File: config.mk
export PLATFORM = sky130hd
export DESIGN_NAME = stack_frame_ctrl
export DESIGN_NICKNAME = d
export VERILOG_FILES = /design/src/rtl/stack_frame_ctrl.sv
export SDC_FILE = /design/constraint.sdc
export NUM_CORES = 1
export LEC_CHECK = 0
export BUFFER_PORTS_ARGS = -buffer_cell sky130_fd_sc_hd__buf_2
export CORE_UTILIZATION = 62
export DETAILED_ROUTE_END_ITERATION = 8
export PLACE_DENSITY = 0.95
export RECOVER_POWER = 25
export SYNTH_ARGS = -nofsm -noshare
export SYNTH_HDL_FRONTEND = slang
export SYNTH_SLANG_ARGS = --single-unit
File: constraint.sdc
create_clock -name i_clk -period 7.2 [get_ports i_clk]
set_clock_uncertainty 0.15 [all_clocks]
set_input_delay 1.44 -clock i_clk [delete_from_list [all_inputs] [get_ports i_clk]]
set_output_delay 1.44 -clock i_clk [all_outputs]
set_load 0.05 [all_outputs]
File: src/rtl/stack_frame_ctrl.sv
// stack_frame_ctrl: sequences ENTER/LEAVE/LEAVE_RESULT into operand-stack ops and keeps saved frame limits.
// Optional STACK_FRAME_PASSTHRU_EN adds a user op pass-through port used while idle.
module stack_frame_ctrl #(
  parameter int WIDTH  = 8,
  parameter int DEPTH  = 7,
  parameter int FRAMES = 8
)(
  input  logic                         i_clk,
  input  logic                         i_reset,
  input  logic                         i_cmd_valid,
  output logic                         o_cmd_ready,
  input  logic [1:0]                   i_cmd,
  input  logic [DEPTH:0]               i_cmd_args,
  output logic                         o_done,
  output logic [1:0]                   o_done_status,
  output logic [$clog2(FRAMES+1)-1:0]  o_frame_depth,
  output logic [2:0]                   o_stk_op,
  output logic [WIDTH-1:0]             o_stk_data,
  output logic [DEPTH:0]               o_stk_underflow_limit,
`ifdef STACK_FRAME_PASSTHRU_EN
  input  logic [2:0]                   i_user_op,
  input  logic [WIDTH-1:0]             i_user_data,
  output logic                         o_user_ready,
`endif
  input  logic [DEPTH:0]               i_stk_index,
  input  logic [WIDTH-1:0]             i_stk_tos,
  input  logic [2:0]                   i_stk_status
);
  localparam int FW = $clog2(FRAMES+1);
  localparam logic [FW-1:0] MAX_FRAMES = FRAMES[FW-1:0];
  localparam logic [1:0] S_IDLE = 2'd0, S_ISSUE = 2'd1, S_WAIT = 2'd2, S_SYNC = 2'd3;
  localparam logic [1:0] C_NOP = 2'd0, C_ENTER = 2'd1, C_LRES = 2'd3;
  localparam logic [1:0] ST_OK = 2'd0, ST_OVF = 2'd1, ST_UNF = 2'd2, ST_ERR = 2'd3;
  localparam logic [2:0] OP_NONE = 3'd0, OP_UF_RESET = 3'd4, OP_UF_PUSH = 3'd5;
  localparam logic [2:0] SS_OVERFLOW = 3'd3, SS_UNDERFLOW = 3'd4, SS_UNKNOWN = 3'd5;

  logic [1:0]       r_state, r_cmd, r_status;
  logic [DEPTH:0]   r_limit;
  logic [FW-1:0]    r_depth;
  logic [WIDTH-1:0] r_result;
  logic [DEPTH:0]   r_store [0:FRAMES-1];
  logic [DEPTH+1:0] w_diff;
  logic             w_enter_err, w_stk_fail;

  // new base is computed one bit wider so args > index shows up as a negative result
  assign w_diff      = {1'b0, i_stk_index} - {1'b0, i_cmd_args};
  assign w_enter_err = w_diff[DEPTH+1] || (w_diff[DEPTH:0] < r_limit);
  assign w_stk_fail  = i_stk_status == SS_OVERFLOW || i_stk_status == SS_UNDERFLOW || i_stk_status == SS_UNKNOWN;

  assign o_cmd_ready           = r_state == S_IDLE;
  assign o_done                = r_state == S_SYNC;
  assign o_done_status         = r_status;
  assign o_frame_depth         = r_depth;
  assign o_stk_underflow_limit = r_limit;

  always_ff @(posedge i_clk) begin
    if (i_reset) begin
      r_state  <= S_IDLE;
      r_cmd    <= C_NOP;
      r_status <= ST_OK;
      r_limit  <= '0;
      r_depth  <= '0;
      r_result <= '0;
    end else begin
      case (r_state)
        S_IDLE: if (i_cmd_valid) begin
          r_cmd    <= i_cmd;
          r_result <= i_stk_tos;
          r_status <= ST_OK;
          r_state  <= S_SYNC;
          if (i_cmd == C_ENTER) begin
            if (r_depth == MAX_FRAMES) r_status <= ST_OVF;
            else if (w_enter_err) r_status <= ST_ERR;
            else begin
              r_store[r_depth] <= r_limit;
              r_limit <= w_diff[DEPTH:0];
              r_depth <= r_depth + 1'b1;
              r_state <= S_ISSUE;
            end
          end else if (i_cmd != C_NOP) begin
            if (r_depth == '0) r_status <= ST_UNF;
            else if (i_cmd == C_LRES && i_stk_index <= r_limit) r_status <= ST_ERR;
            else r_state <= S_ISSUE;
          end
        end
        S_ISSUE: r_state <= r_cmd == C_ENTER ? S_SYNC : S_WAIT;
        S_WAIT: begin
          r_limit  <= r_store[r_depth - 1'b1];
          r_depth  <= r_depth - 1'b1;
          r_status <= w_stk_fail ? ST_ERR : ST_OK;
          r_state  <= S_SYNC;
        end
        default: r_state <= S_IDLE;
      endcase
    end
  end

  always_comb begin
    o_stk_op   = OP_NONE;
    o_stk_data = '0;
    if (r_state == S_ISSUE && r_cmd != C_ENTER) begin
      o_stk_op   = r_cmd == C_LRES ? OP_UF_PUSH : OP_UF_RESET;
      o_stk_data = r_cmd == C_LRES ? r_result : '0;
    end
`ifdef STACK_FRAME_PASSTHRU_EN
    o_user_ready = r_state == S_IDLE && !i_cmd_valid;
    if (o_user_ready) begin
      o_stk_op   = i_user_op;
      o_stk_data = i_user_data;
    end
`endif
  end
endmodule
==> Word-level counts from Yosys, hierarchy flattened <==
Memories as Yosys holds them, arrays and structs flattened.
Cells that the tools add are included.
{ "totals": {"regBits": 26, "mem_bits_rw": 64, "elab_cells": 79, "mem_count": 1} }
{ "memory_table": {"columns": ["name", "depth", "word_bits", "read_ports", "rd_clocked_by_memory_dff", "wr", "line_no", "source"], "rows": [
  ["r_store", 8, 8, 1, 0, 1, "41", "logic [DEPTH:0] r_store [0:FRAMES-1];"]
]} }
{ "classes": {"n_addsub": 3, "magnitude_cmp": 2, "eq_ne": 16, "n_mux": 39, "n_reduce_logical": 12} }
{ "ops": {"columns": ["op", "count"], "rows": [
  ["8-bit 2-to-1 mux", 6],
  ["2-bit 2-to-1 mux", 15],
  ["4-bit 2-to-1 mux", 4],
  ["8-bit one-hot mux with 2 select lines", 1],
  ["1-bit 2-to-1 mux", 9],
  ["8-bit by 8-bit subtractor with 9-bit output", 1],
  ["2-bit == test, second input constant", 4],
  ["8-bit <= comparator", 1],
  ["8-bit < comparator", 1],
  ["4-bit one-hot mux with 2 select lines", 1],
  ["2-bit by 1-bit == test with 1-bit output, second input constant", 3],
  ["3-bit == test, second input constant", 2],
  ["2-bit != test, second input constant", 3],
  ["2-bit one-hot mux with 3 select lines", 1],
  ["5-bit AND reduction", 1],
  ["4-bit by 1-bit adder with 4-bit output, second input constant", 1],
  ["4-bit == test, second input constant", 1],
  ["4-bit logical NOT", 1],
  ["2-bit by 1-bit != test with 1-bit output, second input constant", 2],
  ["2-bit one-hot mux with 2 select lines", 1],
  ["2-bit AND reduction", 2],
  ["2-bit nonzero test", 2],
  ["4-bit by 1-bit subtractor with 4-bit output, second input constant", 1],
  ["3-bit by 2-bit == test with 1-bit output, second input constant", 1],
  ["other kinds (4)", 7]
]} }

==> Longest topological paths before layout <==
Gate-level depths: netlist of the first run.
{ "logic_depth": {"ltp_word": 10, "mapped_depth": 16, "ltp_nobuf": 15} }

==> Worst setup path before layout of the first run <==
OpenSTA, ideal clock, no wires.
{ "synth_timing": {"path_type": "input -> register", "start": "input i_cmd_args[1]", "end": "memory r_store[1][0] (netlist name) (enable)", "setup_time_ns": 0.383, "arrival_time_ns": 4.879, "slack_ns": 1.788, "stages": 14, "path_buffers": 0, "cell_sequence": "inv_1 -> ha_1 -> nor2b_1 -> o31a_1 -> o41ai_1 -> o21ba_2 -> xnor2_1 -> ha_1 -> and3_1 -> o211ai_1 -> o21a_1 -> or2_4 -> or4_4 -> nor3_1"} }
{ "synth_via": {"elab_chain_len": 10} }
{ "synth_rtl": {"columns": ["item", "line_no", "source"], "rows": [
  ["start: declaration", "13", "input logic [DEPTH:0] i_cmd_args,"],
  ["8-bit by 8-bit subtractor with 9-bit output (*)", "46", "assign w_diff = {1'b0, i_stk_index} - {1'b0, i_cmd_args};"],
  ["8-bit < comparator", "47", "assign w_enter_err = w_diff[DEPTH+1] || (w_diff[DEPTH:0] < r_limit);"],
  ["1-bit logical OR (*)", "47", null],
  ["1-bit 2-to-1 mux (*)", "73", "else if (w_enter_err) r_status <= ST_ERR;"],
  ["1-bit 2-to-1 mux (*)", "72", "if (r_depth == MAX_FRAMES) r_status <= ST_OVF;"],
  ["1-bit 2-to-1 mux (*)", "71", "if (i_cmd == C_ENTER) begin"],
  ["1-bit 2-to-1 mux (*)", "66", "S_IDLE: if (i_cmd_valid) begin"],
  ["1-bit 2-to-1 mux (*)", "65", "case (r_state)"],
  ["1-bit 2-to-1 mux (*)", "57", "if (i_reset) begin"],
  ["1-bit 2-to-1 mux (implied by the code) (*)", "75", "r_store[r_depth] <= r_limit;"],
  ["end: declaration", "41", null]
]} }
Mark *: on every way between the ends. The rest lies on a longest branch, timed or not.

==> Worst setup path after layout of the first run <==
{ "layout_timing": {"start": "input i_cmd_args[1]", "end": "memory r_store[3][6] (netlist name) (enable)"} }
Same word-level chain as after synthesis.

==> impl_metrics.py, run 1 <==
metrics = {
    "power": {
        "p_seq_frac": 0.374,
        "p_int_mw": 1.08,
        "switching_share": 0.388,
        "power.density_nw_per_um2": 340,
        "switchingPower_uw": 687,
        "peakVddDrop_uv": 225,
        "pwr-share-comb": 0.401,
        "power_leakage_nw": 2.03,
        "clockPowerShare": 0.225,
    },
    "drt": {
        "vias": 3279,
        "routed_wl_um": 10000,
        "vias_per_cell": 6.07,
        "antenna_left": 0,
        "wl_per_cell_um": 18.6,
        "drt-pass1-iter-count": 5,
        "drtIter0Drc": 239,
        "drc": 0,
    },
    "synthesis": {
        "synthMuxAreaShare": 0.109,
        "synth_compound_area_frac": 0.109,
        "syn-num-nets": 446,
        "synth-xor-area-share": 0.0167,
        "yosys_warnings": 0,
        "synth-simple-area-share": 0.114,
        "synth_top_family_by_area": "simple AND/OR/NAND/NOR gates",
        "synth_fa_ha_area_frac": 0.0825,
        "async_flop_share": 0,
        "synth_cells": 384,
        "ys_seq_area_frac": 0.526,
        "syn_area_per_cell_sq_um": 12.1,
        "syn-cell-area_sq_um": 4640,
        "synth.distinct_cells": 58,
        "ys_seq_elements": 90,
        "dominantRegCellSynth": "edfxtp_1",
        "synth_edf_count": 64,
    },
    "global_route": {
        "grt_start_max_net_pins": 31,
        "globalRouteTotalUtil": 0.282,
        "grt_pass1_wl_um": 15900,
        "grt_pass1_vias": 3126,
        "antenna_found_initial": 0,
        "grt_overflow_total": 0,
    },
    "sta": {
        "setup_viol": 0,
        "post-route-period-util": 0.790,
        "finalHoldViolCount": 0,
        "fin_setup_tns_ns": 0,
        "worst_pin_slew_ns": 1.19,
        "setup_ws_ns": 1.51,
        "clock.fmax_ghz": 0.176,
        "slew_violations": 0,
        "min_period_ns": 5.69,
        "relSlewSlack": 0.203,
        "rsz0062_at_grt": "false",
    },
    "clock_network": {
        "cts_buffers": 9,
        "post_cts_buffers": 0,
        "cts_sinks": 90,
        "cts-root-buf": "clkbuf_8",
        "cts_tree": "done",
        "clk_latency_ns": 0.37,
        "cts_resized": 0,
        "holdBufCountCts": 0,
        "clkTransAtPathRegs_ns": 0.10,
        "cts_buffer_depth": 2,
        "h-tree-depth": 3,
    },
    "placed_design": {
        "dp_hpwl_um": 6960,
        "pre_cts_slack_ns": 1.12,
        "gp_congestion": 0.865,
        "port_buffers": 57,
    },
    "setup_path": {
        "end_kind": "flip-flop",
        "criticalPathCategory": "in -> reg",
        "cpLargestDelayFamily": "simple AND/OR/NAND/NOR gates",
        "path_depth": 15,
        "cp_max_fo": 8,
        "crit_chain": "buf_2 > inv_1 > ha_1 > nor2b_1 > o31a_1 > o41ai_1 > o21ba_2 > xnor2_1 > ha_1 > and3_1 > o211ai_1 > o21a_1 > or2_4 > or4_4 > nor3_1",
        "cp-start-kind": "primary input",
        "critical-path-max-stage-delay_ns": 0.92,
        "cp.buffers_inverters": 2,
        "cpMostUsedCell": "ha_1",
        "worstPathRequired_ns": 7.04,
        "slowest_stage": "nor3_1",
        "worstPathArrival_ns": 5.53,
        "reg2reg_depth": 8,
    },
    "cells_and_area": {
        "area_growth_syn_to_layout_pct": 12.0,
        "drive_above_1_share": 0.247,
        "diodes": 0,
        "layout.nets": 498,
        "n_fill_cell": 496,
    },
    "job": {
        "cap_viol_max_count": 0,
    },
    "floorplan": {
        "die-area_sq_um": 7840,
        "fp.coreArea_sq_um": 7250,
        "start_util": 0.640,
        "rows": 31,
        "die_x_um": 88.5,
        "pin_count": 59,
        "die_h_um": 88.5,
    },
    "worst_hold_path": {
        "hold_path_depth": 2,
        "hold_path.class": "reg -> reg",
    },
    "outcome": {
        "outcome": "complete, no violations",
    },
}
-- final cells by class --
type | instances | area (sq um) | area share
sequential | 90 | 2440 | 0.470
multi-input combinational | 250 | 2000 | 0.385
timing repair buffer | 59 | 300 | 0.0577
clock buffer | 9 | 124 | 0.0238
tap | 99 | 124 | 0.0238
clock inverter | 7 | 108 | 0.0207
inverter | 26 | 97.6 | 0.0188
-- layout by cell type, fill, tap and decap left out, types with 3 or more instances in the layout --
master    count
xnor2_1       6
nor3_1        9
and3_1        6
mux2i_1      11
buf_2        57
or2_2         3
nand2b_1      3
nor2b_1       4
clkbuf_8      9
nor2_1       25
a21o_1        5
o211ai_1      5
a211oi_1      5
a21oi_1      28
and2_1        9
nand2_1      33
o21a_1        4
ha_1         29
mux4_2       16
nand3_1       6
inv_1        26
dfxtp_1      26
nand4_1       5
mux2_2        3
edfxtp_1     64
-- per-stage QoR --
stage	hold WS, ns	utilization	instance area, sq um	instances	total power [mW]
after global placement	0.288	0.685	4970	524	1.34
after global routing	0.319	0.717	5200	540	1.86
final	0.310	0.717	5200	540	1.77
after CTS	0.307	0.717	5200	540	1.76
after detailed placement	0.295	0.685	4970	524	1.37
after floorplan	0.282	-	4640	384	1.21
-- power by group through the flow --
stage / registers, mW / clock network, mW / logic [mW]
floorplan: 0.727 / 0 / 0.483
finish: 0.663 / 0.398 / 0.710
global placement: 0.667 / 0 / 0.671
detailed placement: 0.673 / 0 / 0.698
CTS: 0.662 / 0.396 / 0.705
global route: 0.670 / 0.416 / 0.770
-- sequential cells by signal, indices dropped and copies added, names as in the netlist --
signal and flops:
r_result 8, o_frame_depth 4, o_stk_underflow_limit 8, r_store 64
r_state 2, o_done_status 2, r_cmd 2
-- kinds of logic after synthesis --
| family | count (synthesis) |
|---|---|
| AO/OA/AOI/OAI | 72 |
| AND/OR/NAND/NOR | 109 |
| multiplexers | 30 |
| other | 1 |
| buffers and inverters | 44 |
| XOR/XNOR | 8 |
| flip-flops | 90 |
| adder cells (fa/ha/maj) | 30 |
-- worst reg2reg max path, stage by stage, from the launching register on --
cell	delay (ns)
dfxtp_1	0.52
inv_1	0.17
ha_1	0.34
and3_1	0.19
o211ai_1	0.09
o21a_1	0.21
or2_4	0.27
or4_4	0.51
nor3_1	0.92
-- Yosys cell counts, types with 2 or more instances --
cell	count	area (sq um)
and2_1	9	56.3
ha_1	29	363
a31o_2	2	17.5
dfxtp_1	26	521
o31ai_1	2	15.0
buf_6	2	22.5
nor2_1	25	93.8
nor3_1	9	45.0
o21a_1	4	30.0
xnor2_1	6	52.6
o211ai_1	5	37.5
and3_1	6	37.5
nand4_1	5	31.3
a21boi_0	2	15.0
edfxtp_1	64	1920
buf_2	2	10.0
mux2i_1	11	110
mux4_2	16	360
nor2b_1	4	25.0
a21o_1	5	37.5
mux2_2	3	33.8
inv_1	26	97.6
a2bb2oi_1	2	17.5
clkbuf_1	9	33.8
a211oi_1	5	37.5
buf_4	3	22.5
nand2_1	33	124
nand3_1	6	30.0
a21oi_1	28	140
o21ai_0	2	10.0
or2_2	3	18.8
a311oi_1	2	17.5
nand2b_1	3	18.8
-- routing by layer --
layer | share of wire | GRT usage | up-vias
li1 | - | - | 1522
met1 | 0.40 | 0.359 | 1577
met2 | 0.51 | 0.475 | 149
met3 | 0.055 | 0.0448 | 31
met4 | 0.032 | 0.138 | 0
met5 | 0 | 0 | -
-- worst paths after layout --
check	startpoint	endpoint	slack (ns)
worst max-delay path	i_cmd_args[1]	r_store[3][6]$_DFFE_PP_	1.51
worst min-delay path	r_result[0]$_SDFFE_PP0P_	r_result[0]$_SDFFE_PP0P_	0.31
worst max register to register	o_stk_underflow_limit[6]$_SDFFE_PP0P_	r_store[3][6]$_DFFE_PP_	3.45
worst min register to register	r_result[0]$_SDFFE_PP0P_	r_result[0]$_SDFFE_PP0P_	0.31
No activity file was read; power rests on OpenSTA's default activity.
==> run 2, diff against run 1 <==
--- a/config.mk
+++ b/config.mk
@@ -6,9 +6,9 @@
 export NUM_CORES = 1
 export LEC_CHECK = 0
 export BUFFER_PORTS_ARGS = -buffer_cell sky130_fd_sc_hd__buf_2
-export CORE_UTILIZATION = 62
+export CORE_UTILIZATION = 58
 export DETAILED_ROUTE_END_ITERATION = 8
-export PLACE_DENSITY = 0.95
+export PLACE_DENSITY = 0.9
 export RECOVER_POWER = 25
 export SYNTH_ARGS = -nofsm -noshare
 export SYNTH_HDL_FRONTEND = slang
==> constraint.sdc (replaced) <==
create_clock -name i_clk -period 5.32 [get_ports i_clk]
set_clock_uncertainty 0.15 [all_clocks]
set_input_delay 1.064 -clock i_clk [delete_from_list [all_inputs] [get_ports i_clk]]
set_output_delay 1.064 -clock i_clk [all_outputs]
set_load 0.05 [all_outputs]
==> impl_metrics.py, run 2 (synthesis results as in run 1) <==
metrics = {
    "floorplan": {
        "pin_count": 59,
        "die_h_um": 91.5,
        "fp.coreArea_sq_um": 7730,
        "rows": 32,
        "start_util": 0.601,
        "die_x_um": 91.5,
        "die-area_sq_um": 8360,
    },
    "outcome": {
        "outcome": "complete, no violations",
    },
    "placed_design": {
        "gp_congestion": 0.925,
        "port_buffers": 57,
        "dp_hpwl_um": 7610,
        "pre_cts_slack_ns": 0.0666,
    },
    "global_route": {
        "grtUsageMet3": 0.0469,
        "globalRouteTotalUtil": 0.263,
        "use_met1": 0.337,
        "grt_pass1_vias": 3141,
        "grt-busiest-layer": "met2",
        "antenna_found_initial": 0,
        "use_met2": 0.443,
        "grt_start_max_net_pins": 31,
        "grt_pass1_wl_um": 16500,
        "grt_overflow_total": 0,
    },
    "drt": {
        "drtIter0Drc": 212,
        "routed_wl_um": 10400,
        "vias": 3281,
        "drt-pass1-iter-count": 5,
        "drc": 0,
        "antenna_left": 0,
        "wl_per_cell_um": 18.9,
        "vias_per_cell": 6.00,
    },
    "sta": {
        "clock.fmax_ghz": 0.202,
        "fin_setup_tns_ns": 0,
        "worst_pin_slew_ns": 0.947,
        "relSlewSlack": 0.369,
        "rsz0062_at_grt": "false",
        "finalHoldViolCount": 0,
        "setup_ws_ns": 0.360,
        "setup_viol": 0,
        "slew_violations": 0,
        "min_period_ns": 4.96,
        "post-route-period-util": 0.932,
    },
    "clock_network": {
        "cts_resized": 0,
        "cts_buffers": 9,
        "cts-root-buf": "clkbuf_8",
        "clkTransAtPathRegs_ns": 0.09,
        "post_cts_buffers": 0,
        "holdBufCountCts": 0,
        "h-tree-depth": 3,
        "cts_buffer_depth": 2,
        "cts_sinks": 90,
        "cts_tree": "done",
        "clk_latency_ns": 0.35,
    },
    "cells_and_area": {
        "layout.nets": 502,
        "largest_register_ffs": 64,
        "drive_above_1_share": 0.252,
        "area_growth_syn_to_layout_pct": 13.0,
        "largest-register": "r_store",
        "diodes": 0,
        "multi_input_area_sq_um": 2000,
        "regArea_sq_um": 2440,
        "n_fill_cell": 534,
        "final_common_cell": "edfxtp_1",
        "most-common-layout-cells": "edfxtp_1, buf_2, nand2_1",
    },
    "setup_path": {
        "worstPathRequired_ns": 5.17,
        "cp-start-kind": "primary input",
        "worstPathArrival_ns": 4.81,
        "crit_chain": "buf_2 > inv_1 > ha_1 > nor2b_1 > o31a_1 > o41ai_1 > o21ba_2 > xnor2_1 > ha_1 > and3_1 > o211ai_1 > o21a_1 > or2_4 > nor4_1 > and3_1",
        "critical-path-max-stage-delay_ns": 0.56,
        "end_kind": "flip-flop",
        "cp_max_fo": 8,
        "slowest_stage": "nor4_1",
        "criticalPathCategory": "in -> reg",
    },
    "worst_hold_path": {
        "hold_path.class": "reg -> reg",
    },
    "power": {
        "finalPower_mw": 2.42,
        "peakVddDrop_uv": 415,
        "power.density_nw_per_um2": 462,
        "power_leakage_nw": 2.05,
    },
    "job": {
        "cap_viol_max_count": 0,
    },
}
-- run 2: power by group --
part           internal (mW)  switching (mW)
clock network          0.314           0.237
registers              0.826          0.0758
logic                  0.370           0.600
-- run 2: final cells by class --
class                   count  area share
clock buffers              10      0.0243
multi-input cells         250       0.382
clock inverters             6      0.0217
inverters                  26      0.0186
repair buffers             63      0.0630
well taps                 102      0.0243
flip-flops and latches     90       0.466
-- run 2: path summary, 6_finish.rpt --
| kind | from | to | slack, ns | cells past startpoint |
|---|---|---|---|---|
| hold / removal | r_result[1]$_SDFFE_PP0P_ | r_result[1]$_SDFFE_PP0P_ | 0.30 | 2 |
| hold reg to reg | r_result[1]$_SDFFE_PP0P_ | r_result[1]$_SDFFE_PP0P_ | 0.30 | 2 |
| setup reg to reg | o_stk_underflow_limit[7]$_SDFFE_PP0P_ | r_store[4][5]$_DFFE_PP_ | 1.89 | 8 |
| setup / recovery | i_cmd_args[1] | r_store[4][5]$_DFFE_PP_ | 0.36 | 15 |
-- run 2: worst max-delay path, delay by kind of cell --
| family | cells | cell delay (ns) |
|---|---|---|
| AOI/OAI and AO/OA | 5 | 1.30 |
| and+or+nand+nor | 5 | 1.65 |
| adders and majority gates | 2 | 0.54 |
| xor gates and xnor gates | 1 | 0.07 |
| buffers and inverters | 2 | 0.19 |
-- run 2: metrics by stage --
stage                     instances  area, sq um  hold WS (ns)   util
after floorplan                 384         4640         0.282      -
after global placement          531         5000         0.287  0.647
after detailed placement        531         5000         0.295  0.647
after CTS                       547         5240         0.308  0.679
after global routing            547         5240         0.320  0.679
final                           547         5240         0.305  0.679
-- run 2: routing by layer --
metal,share of wire,up-vias,wire (um)
met3,0.059,18,610
met5,0,-,0
met1,0.40,1614,4160
li1,-,1528,-
met2,0.52,121,5340
met4,0.024,0,249
